`src/rtl/sdsu_bus_pkg.sv`:
```
// Shared definitions for the SDSU bus responder: register map, ALU opcodes and FSM state codes.
package sdsu_bus_pkg;

  localparam int unsigned ADDR_CTL = 0;
  localparam int unsigned ADDR_OPA = 1;
  localparam int unsigned ADDR_OPB = 2;
  localparam int unsigned ADDR_RES = 3;

  typedef enum logic [1:0] {
    OP_ADD = 2'd0,
    OP_SUB = 2'd1,
    OP_MUL = 2'd2,
    OP_XOR = 2'd3
  } opcode_e;

  localparam logic [1:0] ST_IDLE = 2'd0;
  localparam logic [1:0] ST_RUN  = 2'd1;
  localparam logic [1:0] ST_DONE = 2'd2;

endpackage

```
`src/rtl/seq_multiplier.sv`:
```
// Shift-add multiplier: one partial product per cycle, DATA_W cycles, low DATA_W product bits.
module seq_multiplier #(
  parameter int unsigned DATA_W = 32
) (
  input  logic              clk,
  input  logic              rst,
  input  logic              i_start,
  input  logic [DATA_W-1:0] i_a,
  input  logic [DATA_W-1:0] i_b,
  output logic              o_busy,
  output logic              o_last,
  output logic [DATA_W-1:0] o_product
);

  localparam int unsigned CNT_W = $clog2(DATA_W + 1);

  logic [DATA_W-1:0] r_a;
  logic [DATA_W-1:0] r_b;
  logic [DATA_W-1:0] r_p;
  logic [CNT_W-1:0]  r_cnt;
  logic              r_busy;

  always_ff @(posedge clk) begin
    if (rst) begin
      r_a    <= '0;
      r_b    <= '0;
      r_p    <= '0;
      r_cnt  <= '0;
      r_busy <= 1'b0;
    end else if (i_start) begin
      r_a    <= i_a;
      r_b    <= i_b;
      r_p    <= '0;
      r_cnt  <= CNT_W'(DATA_W);
      r_busy <= 1'b1;
    end else if (r_busy) begin
      if (r_b[0]) begin
        r_p <= r_p + r_a;
      end
      r_a   <= r_a << 1;
      r_b   <= r_b >> 1;
      r_cnt <= r_cnt - 1'b1;
      if (r_cnt == CNT_W'(1)) begin
        r_busy <= 1'b0;
      end
    end
  end

  // o_last marks the cycle whose edge applies the final partial product.
  assign o_busy    = r_busy;
  assign o_last    = r_busy && (r_cnt == CNT_W'(1));
  assign o_product = r_p;

endmodule

```
`src/rtl/bus_responder_alu.sv`:
```
// SDSU bus slave: operand/control register writes, register read-back, and an ALU job FSM.
module bus_responder_alu
  import sdsu_bus_pkg::*;
#(
  parameter int unsigned DATA_W = 32,
  parameter int unsigned ADDR_W = 32
) (
  input  logic              clk,
  input  logic              rst,
  input  logic              valid,
  input  logic              exec,
  input  logic              write,
  input  logic              start,
  input  logic [ADDR_W-1:0] address,
  input  logic [DATA_W-1:0] data,
  output logic              ready,
  output logic [DATA_W-1:0] result_data,
  output logic              busy
);

  logic [1:0]        r_state;
  logic [DATA_W-1:0] r_opa;
  logic [DATA_W-1:0] r_opb;
  logic [DATA_W-1:0] r_acc;
  logic [DATA_W-1:0] r_result;
  opcode_e           r_opcode;
  logic              r_err;
  logic              r_ready;
  logic              r_busy;

  logic              w_xfer;
  logic              w_go;
  logic              w_sel_ctl;
  logic              w_sel_opa;
  logic              w_sel_opb;
  logic              w_wr_conflict;
  logic              w_mul_start;
  logic              w_mul_busy;
  logic              w_mul_last;
  logic [DATA_W-1:0] w_mul_product;
  logic [DATA_W-1:0] w_alu;
  logic [DATA_W-1:0] w_rd_data;

  assign w_xfer    = valid & exec;
  assign w_go      = start | data[0];
  assign w_sel_ctl = (address == ADDR_W'(ADDR_CTL));
  assign w_sel_opa = (address == ADDR_W'(ADDR_OPA));
  assign w_sel_opb = (address == ADDR_W'(ADDR_OPB));

  // Operand writes and go commands outside IDLE (RUN or DONE) are dropped and flagged.
  assign w_wr_conflict = w_xfer && write && (r_state != ST_IDLE) &&
                         (w_sel_opa || w_sel_opb || (w_sel_ctl && w_go));

  assign w_mul_start = (r_state == ST_IDLE) && w_xfer && write && w_sel_ctl && w_go &&
                       (opcode_e'(data[2:1]) == OP_MUL);

  seq_multiplier #(
    .DATA_W (DATA_W)
  ) u_mul (
    .clk       (clk),
    .rst       (rst),
    .i_start   (w_mul_start),
    .i_a       (r_opa),
    .i_b       (r_opb),
    .o_busy    (w_mul_busy),
    .o_last    (w_mul_last),
    .o_product (w_mul_product)
  );

  always_comb begin
    w_alu = '0;
    case (r_opcode)
      OP_ADD:  w_alu = r_opa + r_opb;
      OP_SUB:  w_alu = r_opa - r_opb;
      OP_XOR:  w_alu = r_opa ^ r_opb;
      default: w_alu = '0;
    endcase
  end

  always_comb begin
    w_rd_data = '0;
    if (w_sel_ctl) begin
      w_rd_data = DATA_W'({r_err, r_opcode, r_busy});
    end else if (w_sel_opa) begin
      w_rd_data = r_opa;
    end else if (w_sel_opb) begin
      w_rd_data = r_opb;
    end else if (address == ADDR_W'(ADDR_RES)) begin
      w_rd_data = r_result;
    end
  end

  always_ff @(posedge clk) begin
    if (rst) begin
      r_state  <= ST_IDLE;
      r_opa    <= '0;
      r_opb    <= '0;
      r_acc    <= '0;
      r_result <= '0;
      r_opcode <= OP_ADD;
      r_err    <= 1'b0;
      r_ready  <= 1'b0;
      r_busy   <= 1'b0;
    end else begin
      r_ready <= 1'b0;
      if (w_wr_conflict) begin
        r_err <= 1'b1;
      end
      case (r_state)
        ST_IDLE: begin
          if (w_xfer && write) begin
            if (w_sel_ctl) begin
              r_opcode <= opcode_e'(data[2:1]);
              if (w_go) begin
                r_state <= ST_RUN;
                r_busy  <= 1'b1;
              end
            end else if (w_sel_opa) begin
              r_opa <= data;
            end else if (w_sel_opb) begin
              r_opb <= data;
            end
          end else if (w_xfer) begin
            r_result <= w_rd_data;
            r_ready  <= 1'b1;
          end
        end
        ST_RUN: begin
          if (r_opcode == OP_MUL) begin
            if (w_mul_last) begin
              r_state <= ST_DONE;
              r_busy  <= 1'b0;
            end
          end else begin
            r_acc   <= w_alu;
            r_state <= ST_DONE;
            r_busy  <= 1'b0;
          end
        end
        ST_DONE: begin
          r_result <= (r_opcode == OP_MUL) ? w_mul_product : r_acc;
          r_ready  <= 1'b1;
          r_state  <= ST_IDLE;
        end
        default: begin
          r_state <= ST_IDLE;
          r_busy  <= 1'b0;
        end
      endcase
    end
  end

  assign ready       = r_ready;
  assign result_data = r_result;
  assign busy        = r_busy;

endmodule

```
`config.mk`:
```
export PLATFORM = sky130hd
export DESIGN_NAME = bus_responder_alu
export DESIGN_NICKNAME = d
export VERILOG_FILES = /design/src/rtl/sdsu_bus_pkg.sv /design/src/rtl/seq_multiplier.sv /design/src/rtl/bus_responder_alu.sv
export SDC_FILE = /design/constraint.sdc
export NUM_CORES = 1
export LEC_CHECK = 0
export CAP_MARGIN = 10
export CORE_ASPECT_RATIO = 0.6
export CORE_UTILIZATION = 30
export DETAILED_ROUTE_END_ITERATION = 8
export PLACE_DENSITY = 0.53
export SKIP_CTS_REPAIR_TIMING = 1
export SLEW_MARGIN = 15
export SYNTH_ARGS = -nofsm -noshare
export SYNTH_HDL_FRONTEND = slang
export SYNTH_SLANG_ARGS = --single-unit
```
`constraint.sdc`:
```
create_clock -name clk -period 4.2 [get_ports clk]
set_input_delay 0.63 -clock clk [delete_from_list [all_inputs] [get_ports clk]]
set_output_delay 0.63 -clock clk [all_outputs]
set_load 0.02 [all_outputs]
```
Word-level counts from Yosys, hierarchy flattened
Index checks and enable logic that the tools add are counted.
W data, S select, Z words.
- flip-flop bits (word level): 238
- output and inout port bits: 34
- word-level logic and storage cells: 103
- bits of input ports: 70
- reductions and logical operators: 27
- muxes and demuxes: 33
- add/subtract/negate cells: 4
- eq/ne operators: 17
- bitwise operators: 7
- operator list (cell ; number):
    $mux W32 ; 11
    $pmux W32 S3 ; 1
    $add A32 B32 Y32 ; 2
    $eq A32 B2 Y1 const B ; 2
    $pmux W32 S2 ; 1
    $eq A32 B1 Y1 const B ; 1
    $logic_not A32 Y1 ; 1
    $sub A32 B32 Y32 ; 1
    $xor A32 B32 Y32 ; 1
    $mux W6 ; 2
    $reduce_and A4 Y1 ; 3
    $logic_and A1 B1 Y1 ; 10
    $mux W1 ; 10
    $mux W2 ; 5
    $reduce_and A5 Y1 ; 2
    $eq A2 B2 Y1 const B ; 4
    $ne A2 B2 Y1 const B ; 4
    $eq A6 B1 Y1 const B ; 1
    $reduce_bool A2 Y1 ; 3
    $sub A6 B1 Y6 const B ; 1
    $ne A5 B5 Y1 const B ; 1
    $eq A2 B1 Y1 const B ; 2
    $logic_not A2 Y1 ; 2
    $not A1 Y1 ; 4
    11 further kinds ; 13

Depth between registers and ports, before layout
- word-level depth: 8
- depth in mapped cells: 21
- depth with buffers taken out: 19

Modules after synthesis
Synthesis repeated with hierarchy kept, for this count alone.
- cells, all modules: 1856
- area total of the unflattened synthesis: 14335.0 um2
- by module, submodules not included (module ; cells each ; sequential area each (um2) ; instances ; area each (um2)):
    bus_responder_alu ; 1107 ; 2702.6 ; 1 ; 8443.1
    seq_multiplier ; 749 ; 2062.0 ; 1 ; 5891.9

Least setup slack after synthesis
OpenSTA, ideal clock, no wires.
- kind: register to register
- start point: register r_opb[10]
- end point: register r_acc[29]
- stages on the path, launching flop included: 20
- buffers on the path: 2
- data required time: 4113 ps
- library setup time: 87 ps
- period minus slack after synthesis: 3903 ps
- arrival time: 3817 ps
- setup slack: 297 ps
- cell sequence: dfxtp_1 clkbuf_1 nor3_1 nand2_1 nor4_1 nor2b_1 nand2_1 o21ai_0 xor2_1 ha_1 clkbuf_1 nand4_1 or4_1 a211oi_1 o21ai_1 o21ai_1 a41o_1 nor2_1 xor2_1 a211oi_1
- longest elaborated chain between the ends: 2
- elaborated cells between the ends (all ways): 3
- those cells by class: add/sub: 2; mux: 1
- RTL lines (what ; line ; source):
    from (decl) ; bus_responder_alu.sv:23 ; logic [DATA_W-1:0] r_opb;
    from (signal assigned) ; bus_responder_alu.sv:121 ; r_opb <= data;
    $sub A32 B32 Y32 or $add A32 B32 Y32 (tied branches) ; bus_responder_alu.sv:74, bus_responder_alu.sv:73 ;
    $pmux W32 S3 * ; bus_responder_alu.sv:72 ; case (r_opcode)
    to (signal assigned) ; bus_responder_alu.sv:135 ; r_acc <= w_alu;
    to (decl) ; bus_responder_alu.sv:24 ; logic [DATA_W-1:0] r_acc;
Mark *: on every way between the ends. The rest lies on a longest branch, timed or not.
A chain may end at the register's enable or synchronous reset.

Worst setup path in the final report
- start point: register r_opb[12]
- end point: register r_acc[31]
The elaborated chain is that of the path after synthesis.

==> flow_results.org <==
** Detailed routing
- Before antenna repair, the detailed router went through 6 iterations.
- Across all layers, the routed design uses approximately 13000 vias.
- For this block, the initial DRC count from the detailed router was 875.
- Once detail routing completed, the nets flagged for antenna violations numbered 0.
- In the routed design, unresolved DRC markers number 0.
- After detailed routing, the average wire length per cell comes to about 18 um.
- Overall routed net length :: roughly 46000 um
- After detailed routing, the number of vias per cell comes to 5.287.

** Worst setup path
- Critical path launch point type :: flop
- STA puts the critical path data arrival time at about 4.4 ns.
- The worst setup path is of the flop to flop kind.
- Cell type of the slowest stage on the worst timing path :: ha_1
- Critical Path End Type :: flop
- Broken down by cell family, the worst path's largest delay share belongs to compound AO/OA/AOI/OAI gates.
- Required time of the critical path :: 4.62 ns
- CP Cell Sequence :: nor3_4 -> nand2_2 -> nor4_4 -> buf_4 -> nor2b_2 -> nand2_1 -> nor3_1 -> nor2_1 -> xnor2_1 -> ha_1 -> a21o_1 -> a21o_1 -> a21oi_1 -> o21ai_2 -> a41o_1 -> o41a_1 -> xnor2_1 -> o22ai_1
- Combined buffer and inverter count along the critical path :: 1
- On the worst path, the slowest cell contributes a delay of 0.35 ns.
- Along the worst path, the maximum fanout reaches 5.

** STA
- Fin worst setup slack :: 0.2570 ns
- Clock skew :: between 0.01 and 0.015 ns
- Minimum clock period :: about 3.9 ns
- The worst path uses 93.88% of the clock period.
- The number of slew-limit violations in the final report came to 0.
- For the pin with the worst max-slew slack, the measured transition is 1.043 ns.
- Setup violations remaining at the end of the flow were counted as 0.
- Based on the critical path, the design can be clocked at up to 0.2536 GHz.
- Final Hold Vio Count :: 0
- Headroom to the max-slew limit came out at 30.28%.

** Clock tree
- Total number of clock tree sinks :: 238
- Clock transition at the registers of the reported paths :: 0.06 ns
- Clock root buffer master :: clkbuf_16
- CTS tree :: built
- At the later pin of the worst-skew pair, clock insertion delay measures 0.55 ns.
- The clock passes through at most 3 buffers.
- H-tree depth :: 1
- Buffers inserted during clock tree synthesis total 26.

** Layout
- Utilization of the core after routing :: 37.05%
- Net total in the final layout :: about 2000
- Counting the fill cells in the layout gives 4831.
- In the final layout, the share of cells above drive strength 1 is between 10% and 20%.
- Total non-filler cell area in the finished layout :: 17360 um^2
- Most common cell after layout, fill and taps aside :: nand2_1
- In the final layout, flip-flops and latches occupy approximately 4800 um^2.
- The multi-input combinational cells in the finished layout cover a total of 9026 um^2.
- Syn-to-layout area delta :: 20.28%
- Leaving out fill and tap cells, the most frequent cells in the layout are nand2_1 (283), dfxtp_1 (237), a21oi_1 (209).
- # diodes :: 0

** Pwr
- Of the total power, registers draw 46.1%.
- For this design the ratio of total power to cell area is 281.5 nW/um^2.
- Logic gate share of total power :: 3.1%
- Summed over all cells, the static leakage comes to 6.191 nW.
- Sw Ratio :: about 22%
- Switching pwr :: 1.096 mW
- The clock network accounts for 50.8% of the total power.
- Total Power :: 4.888 mW
- Worst ir drop on vdd :: between 0.2 and 0.25 mV
- Internal power summed over all cells :: 3.793 mW

** Placement
- The HPWL after detailed placement is 33620 um.
- Summing all placed instances gives a cell area of roughly 16000 um^2.
- The count of buffers added on input and output ports is 103.
- At the end of routability-driven placement, the weighted congestion stood at between 0.8 and 0.9.
- OpenSTA, run right after detailed placement, puts the worst setup slack at -0.09024 ns.

** Synth
- Net Count, Synth :: 1941
- After synthesis, the netlist uses 64 different library cells.
- Cell area after synthesis :: around 14000 um^2
- Fraction of registers with async set or reset after synthesis :: 0%
- Synthesis produced a netlist whose cell count is 1804.
- Each instance of the synthesized netlist takes up on average 8.002 um^2.
- Sequential element share of the synthesized area :: 33.01%
- For this run, the number of Yosys warnings is 0.
- Number of flops mapped to enable cells by yosys :: 0
- Ys flop type :: dfxtp_1
- Post-synthesis register bit count :: 238

** GRT
- Global routing consumed, on the met2 layer, just under 30% of the routing resources.
- Final global-route overflow total :: 0
- Gr usage total :: 18.59%
- First-pass GRT wire length :: 73140 um
- Number of antenna violations at the first check in global routing :: 0
- Number of global-route vias before repair :: between 10000 and 15000
- Maximum number of pins on one net before global-route repair :: 95
- Met1 global-route usage :: 26.99%
- In this run the most used layer during global routing was met2.
- For met3 alone, demand over resource in global routing was 2.731%.

** Die
- Top-Level Pins :: 104
- Effective utilization at floorplan :: between 30% and 40%
- The initialized floorplan defines 61 standard-cell rows.
- Die W :: 285.2 um
- The die covers 49030 um^2.
- Floorplan die height :: 171.9 um
- The core region is approximately 47000 um^2.

** Outcome
- Outcome :: finished clean

** Min path
- Worst Hold Class :: flop to flop

** Flow run
- The tool flagged a number of max-cap violations equal to 0.
path summary, 6_finish.rpt:
kind / from / endpoint / slack [ns] / cells after the start
worst max-delay path: r_opb[12]$_SDFFE_PP0P_ / r_acc[31]$_SDFFE_PP0P_ / 0.26 / 18
worst min-delay path: u_mul.o_product[15]$_SDFFE_PP0P_ / u_mul.o_product[15]$_SDFFE_PP0P_ / 0.47 / 2
worst max register to register: r_opb[12]$_SDFFE_PP0P_ / r_acc[31]$_SDFFE_PP0P_ / 0.26 / 18
worst min register to register: u_mul.o_product[15]$_SDFFE_PP0P_ / u_mul.o_product[15]$_SDFFE_PP0P_ / 0.47 / 2
per-stage QoR:
| step | cells | hold slack [ns] | TNS (ns) |
|---|---|---|---|
| after global routing | 2529 | 0.4947 | -0.06693 |
| after floorplan | 1804 | 0.4361 | 0 |
| after CTS | 2526 | 0.4750 | -0.5735 |
| after detailed placement | 2478 | 0.4653 | -0.2913 |
| after global placement | 2478 | 0.4623 | 0 |
| final | 2529 | 0.4715 | 0 |
registers in the layout (all words and copies together) (netlist names):
name,flops
busy,1
r_acc,32
r_err,1
r_opa,32
r_opb,32
r_opcode,2
r_state,2
ready,1
result_data,32
u_mul.o_busy,1
u_mul.o_product,32
u_mul.r_a,32
u_mul.r_b,32
u_mul.r_cnt,6
logic make-up after synthesis:
family	after synthesis	synth area share (%)
simple gates	609	17.89
compound gates	530	25.80
flops	238	33.01
buf+inv	172	5.374
xor+xnor	117	7.099
mux	71	4.923
fa+ha+maj	67	5.911
cells in the mapped netlist, drive strengths merged, types with 4 or more instances:
master,number,area share (%)
a2111oi,4,0.24
a211oi,78,6.2
a21o,33,1.7
a21oi,211,7.3
a221oi,30,1.8
a311oi,30,1.8
a31oi,9,0.39
and2,5,0.22
and3,11,0.48
buf,31,1.7
clkbuf,114,3.0
dfxtp,238,33
ha,65,5.6
inv,27,0.70
mux2i,71,4.9
nand2,285,7.4
nand2b,17,0.74
nand3,12,0.42
nand3b,5,0.26
nand4,4,0.17
nor2,209,5.4
nor2b,8,0.35
nor3,24,0.83
nor3b,4,0.21
nor4,12,0.52
o21ai,69,2.4
o21bai,11,0.57
o221ai,18,1.1
or4,4,0.23
xnor2,83,5.0
xor2,34,2.1
worst register-to-register path, delay by kind of cell (launching register included):
| family | cells | cell delay [ns] |
|---|---|---|
| xor+xnor | 2 | 0.32 |
| compound gates | 7 | 1.40 |
| simple gates | 7 | 1.23 |
| fa+ha+maj | 1 | 0.35 |
| buf+inv | 1 | 0.16 |
| flops | 1 | 0.34 |
power groups by stage:
stage / sequential [mW] / clock, mW / combinational [mW]
6_report: 2.26 / 2.48 / 0.151
5_1_grt: 2.25 / 2.65 / 0.160
3_5_place_dp: 2.31 / 0 / 0.151
3_3_place_gp: 2.31 / 0 / 0.150
4_1_cts: 2.26 / 2.54 / 0.152
2_1_floorplan: 2.31 / 0 / 0.0543
metal layers:
metal,vias to the layer above,share of wire (%),wire [um]
met3,65,5.0,2267
met5,-,0,0
li1,6545,-,-
met4,0,1.7,782
met2,338,43,19500
met1,6422,51,23060
layout make-up:
class	instances	area share, %
Multi-Input combinational cell	1394	51.99
Sequential cell	238	27.46
Timing Repair Buffer	192	10.17
Tap cell	630	4.540
Clock buffer	36	4.439
Clock inverter	12	0.8215
Inverter	27	0.5837
Power figures use the tool's default switching activity.
==> edit 1 (same settings) <==
Set the parameter `ADDR_W` to 24 (it was 32).
--- a/src/rtl/bus_responder_alu.sv
+++ b/src/rtl/bus_responder_alu.sv
@@ -5,3 +5,3 @@
   parameter int unsigned DATA_W = 32,
-  parameter int unsigned ADDR_W = 32
+  parameter int unsigned ADDR_W = 24
 ) (
Interface: changed (resized address); port bits go from 104 to 96. No check against the original RTL was run, so the function may have changed too.
==> edit 1 against the original RTL <==
Sequential cell count unchanged; non-clock buffer count down 49; power up 0.63%; largest power group unchanged; design area down 2.3%; utilization down 0.78 points; routed wire length down 4.5%; die area down 0.26%; area after synthesis down 0.27%; global-route usage down 1.1 points; sequential share of layout area up 0.63 points; setup slack worse by 0.13 ns; critical path depth down 3; clock power up 2%.
==> edit 1: results (changes against the original RTL) <==
Placement
  – Placer Congestion: 0.843 (-2.9%)
  – Area after DPL: 16000 µm² (-2.1%)
  – # port buffers: 95 (-7.8%)
  – Pre-CTS setup slack: 0.0502 ns (+0.140 ns)
  – Placed cells: 2439 (-1.6%)
  – Post-DP HPWL: 32.1 mm (-4.5%)

Pwr
  – Clk pwr: 2.53 mW (+2%)
  – Worst VDD drop: 227 µV (-6.0%)
  – Leakage: 6.14 nW (-0.89%)
  – Part of the power in registers: 45.8% (-0.3 points)
  – Net Sw Power: 1.10 mW (+0.75%)

Synthesis
  – Post-synthesis xor/xnor area fraction: 6.74% (-0.35 points)
  – Mux share of post-synthesis cell area: 5.49% (+0.57 points)
  – Synth Area in Compound Gates: 24.0% (-1.8 points)
  – Ranking of synthesized cells by area: dfxtp_1, nand2_1, a21oi_1, ha_1, mux2i_1
  – Adder and majority gate portion of the synthesized area: 5.93% (+0.016 points)
  – Ys flop type: dfxtp_1
  – Synth cell count leaders: nand2_1, dfxtp_1, nor2_1
  – Post-synth cell types: 82 (+28%)
  – Syn_area_per_cell: 7.90 µm² (-1.3%)
  – Sequential area share after synthesis: 33.1% (+0.089 points)

Global route
  – GR Util met1: 25.5% (-1.5 points)
  – M3 GR Usage: 2.67% (-0.065 points)
  – Pin count of the biggest net entering global routing: 109 (+15%)
  – Vias in the first global route: 12500 (-2.1%)
  – Total track usage: 17.5% (-1.1 points)
  – First-pass GRT wire length: 70.0 mm (-4.2%)
  – Met2 GRT Util: 27.3% (-1.7 points)

Worst setup path
  – Critical Path AT: 4.53 ns (+0.17 ns)
  – Slowest CP cell: or4_4
  – CP peak stage delay: 0.58 ns (+0.23 ns)
  – Crit Path Max Fanout: 7 (+2)

Cells and area
  – Multi-input gate area: 9000 µm² (-0.28%)
  – FILL cells: 4849 (+0.37%)
  – Clock buffers: 33 (-8.3%)
  – Non-clk buf share: 8.25% (-1.9 points)
  – Ant. Diodes: 0 (unchanged)
  – Invs w/o clock: 28 (+3.7%)
  – Layout cells sized above 1: 7.82% (-4.2 points)
  – Final clock-cell share: 5.35% (+0.092 points)
  – #MultiIn Comb: 1401 (+0.50%)
  – Bufs w/o clock: 143 (-26%)
  – Nets@finish: 1966 (-2.5%)
  – Final instance area: 17000 µm² (-2.3%)

Routing
  – Wire length on met3: 2.14 mm (-5.5%)
  – WL/cell: 17.5 µm (-2.8%)
  – DRT Pass-1 Iters: 5 (-1)
  – Via count: 13200 (-1.3%)
  – Met1 wire length: 22.1 mm (-4.4%)
  – Avg Vias per Cell: 5.31 (+0.48%)
  – DR iter-0 viols: 857 (-2.1%)
  – Met2 Routed Length: 18.7 mm (-4.0%)

Status
  – Outcome: finished, final reports clean

Timing
  – Skew final: 0.0254 ns (+0.0110 ns)
  – Slew @ Worst Pin: 0.983 ns (-0.0607 ns)

Clock network
  – Root Driver: clkbuf_16
  – Clock Tree Buf Depth: 3 (unchanged)
  – TritonCTS buffer count: 25 (-3.8%)

Floorplanning
  – Die width: 285 µm (-0.13%)
[edit 1: stage by stage]
stage | setup TNS [ns] | hold slack, ns
finish | 0 | 0.457
global route | -0.0583 | 0.482
CTS | 0 | 0.459
detailed placement | 0 | 0.449
global placement | 0 | 0.446
floorplan | 0 | 0.432
[edit 1: logic make-up after synthesis]
family | after synthesis
XOR/XNOR | 110
AO/OA/AOI/OAI | 517
multiplexers | 79
AND/OR/NAND/NOR | 628
flip-flops | 238
adder cells (fa/ha/maj) | 67
buffers and inverters | 184
[edit 1: worst paths after layout]
kind,startpoint,to,slack (ns),depth (start not counted)
hold reg to reg,r_acc[14],r_acc[14],0.46,2
setup / recovery,r_opb[2],r_acc[20],0.13,15
hold / removal,r_acc[14],r_acc[14],0.46,2
setup reg to reg,r_opb[2],r_acc[20],0.13,15
==> edit 2 (same settings) <==
Made on the original files. Remove the case item `OP_ADD` of the case on `r_opcode`.
--- a/src/rtl/bus_responder_alu.sv
+++ b/src/rtl/bus_responder_alu.sv
@@ -72,3 +72,2 @@
     case (r_opcode)
-      OP_ADD:  w_alu = r_opa + r_opb;
       OP_SUB:  w_alu = r_opa - r_opb;
Behaviour: same outputs for any inputs over 4 cycles, from zero or initial values and one cycle with rst high; that may be too few to reach the edited logic, so the function may still have changed.
==> edit 2 against the original RTL <==
Power down 3.1%; combinational power up 3%; fmax up 6.8%; sequential cell count unchanged; via count down 9.9%; setup slack better by 0.25 ns; area after synthesis down 6.4%; routed wire length down 12%; design area down 9.0%; critical endpoint is now r_acc[23].
==> edit 2: results (changes against the original RTL) <==
Status
  – Outcome: finished, final reports clean

Clock network
  – TritonCTS buffer count: 23 (-12%)
  – Worst skew pair latency: 0.52 ns (-0.03 ns)
  – Root Driver: clkbuf_16
  – Clock Tree Buf Depth: 3 (unchanged)
  – CTS H-Tree Depth: 1 (unchanged)
  – CTS clk-pin slew, worst paths: 0.07 ns

Timing
  – Skew final: 0.0117 ns (-0.00264 ns)
  – Worst slew margin: 29.0% (-1.3 points)

Synthesis
  – EDFF count, synth: 0 (unchanged)
  – Post-synth cell types: 71 (+11%)
  – Ranking of synthesized cells by area: dfxtp_1, nand2_1, ha_1, a211oi_2, a21oi_1
  – Yosys warns: 0 (unchanged)
  – Synth cell count leaders: nand2_1, dfxtp_1, a21oi_1
  – Share of synthesized registers carrying an async set or reset: 0% (unchanged)
  – Sequential area share after synthesis: 35.2% (+2.2 points)
  – Syn Inst Count: 1633 (-9.5%)
  – Ys flop type: dfxtp_1

Routing
  – Via count: 12100 (-9.9%)
  – WL/cell: 17.7 µm (-2.0%)
  – DR iter-0 viols: 762 (-13%)
  – DRT Pass-1 Iters: 7 (+1)

Placement
  – Post-DP HPWL: 30.2 mm (-10%)
  – Placer Congestion: 0.885 (+1.8%)
  – Pre-CTS setup slack: 0.562 ns (+0.653 ns)
  – Placed cells: 2235 (-9.8%)
  – # port buffers: 103 (unchanged)
  – Area after DPL: 15000 µm² (-8.3%)

Cells and area
  – Layout cells sized above 1: 8.60% (-3.4 points)
  – FILL cells: 4598 (-4.8%)
  – Nets@finish: 1818 (-9.8%)
  – Ant. Diodes: 0 (unchanged)
  – Final non-filler cell total: 2276 (-10%)

Worst setup path
  – Slowest CP cell: a2111oi_1
  – CP peak stage delay: 0.77 ns (+0.42 ns)
  – Critical Path AT: 4.11 ns (-0.25 ns)
  – Crit Path Max Fanout: 9 (+4)
  – Delay-heaviest family, CP: compound AO/OA/AOI/OAI gates
  – Bufs and invs on worst path: 1 (unchanged)

Global route
  – First-pass GRT wire length: 63.9 mm (-13%)
  – Vias in the first global route: 11700 (-8.3%)
  – Pin count of the biggest net entering global routing: 100 (+5.3%)
  – Total track usage: 17.1% (-1.5 points)
  – Initial antenna violation count: 0 (unchanged)

Pwr
  – Leakage: 5.66 nW (-8.7%)
  – Worst VDD drop: 216 µV (-11%)
  – Clk pwr: 2.32 mW (-6%)
  – Part of the power in registers: 47.7% (+1.6 points)
  – Comb power frac: 3.3% (+0.2 points)
  – Sw frac: 21.8% (-0.59 points)

Hold path
  – HP Class: reg -> reg
[edit 2: cell types whose count changed after synthesis, moves of 31 or more]
cell      change
nor2_1       -77
a21oi_1      -58
xnor2_1      -53
clkbuf_1     -37
nand3_1      +34
a32o_1       +31
[edit 2: kinds of logic (layout without fill, tap and decap cells)]
kind of cell / count (synthesis) / after routing / synth area share (%)
buffers and inverters: 161 / 225 / 5.48
adder cells (fa/ha/maj): 67 / 67 / 6.31
multiplexers: 72 / 72 / 5.33
AO/OA/AOI/OAI: 456 / 456 / 25.2
AND/OR/NAND/NOR: 588 / 588 / 19.1
XOR/XNOR: 51 / 51 / 3.30
flip-flops: 238 / 238 / 35.2
[edit 2: area by class of cell]
type	instances	area (µm²)	share of cell area, %
clock buffer	28	624	3.95
clock inverter	13	203	1.28
inverter	55	206	1.31
multi-input combinational	1234	8030	50.8
sequential	238	4770	30.2
tap	579	724	4.58
timing repair buffer	129	1250	7.92
[edit 2: metal layers]
metal  routed length [µm]  track usage, %
met5                    0               0
met4                  672            3.08
met3                 2050            2.62
met2                17500            26.6
met1                20100            24.9
[edit 2: worst reg2reg max path: stages, from the launching register on]
cell       delay, ns
dfxtp_1         0.44
inv_1           0.07
ha_1            0.45
nand4_1         0.18
or3_1           0.47
a2111oi_1       0.77
o211ai_1        0.32
a21oi_1         0.27
o21ai_0         0.15
a31o_1          0.24
a32o_1          0.24
[edit 2: worst paths after layout]
| path | cells past startpoint | startpoint | end | slack [ns] |
|---|---|---|---|---|
| setup reg to reg | 10 | r_opb[12] | r_acc[23] | 0.51 |
| hold / removal | 2 | r_acc[13] | r_acc[13] | 0.46 |
| hold reg to reg | 2 | r_acc[13] | r_acc[13] | 0.46 |
| setup / recovery | 10 | r_opb[12] | r_acc[23] | 0.51 |
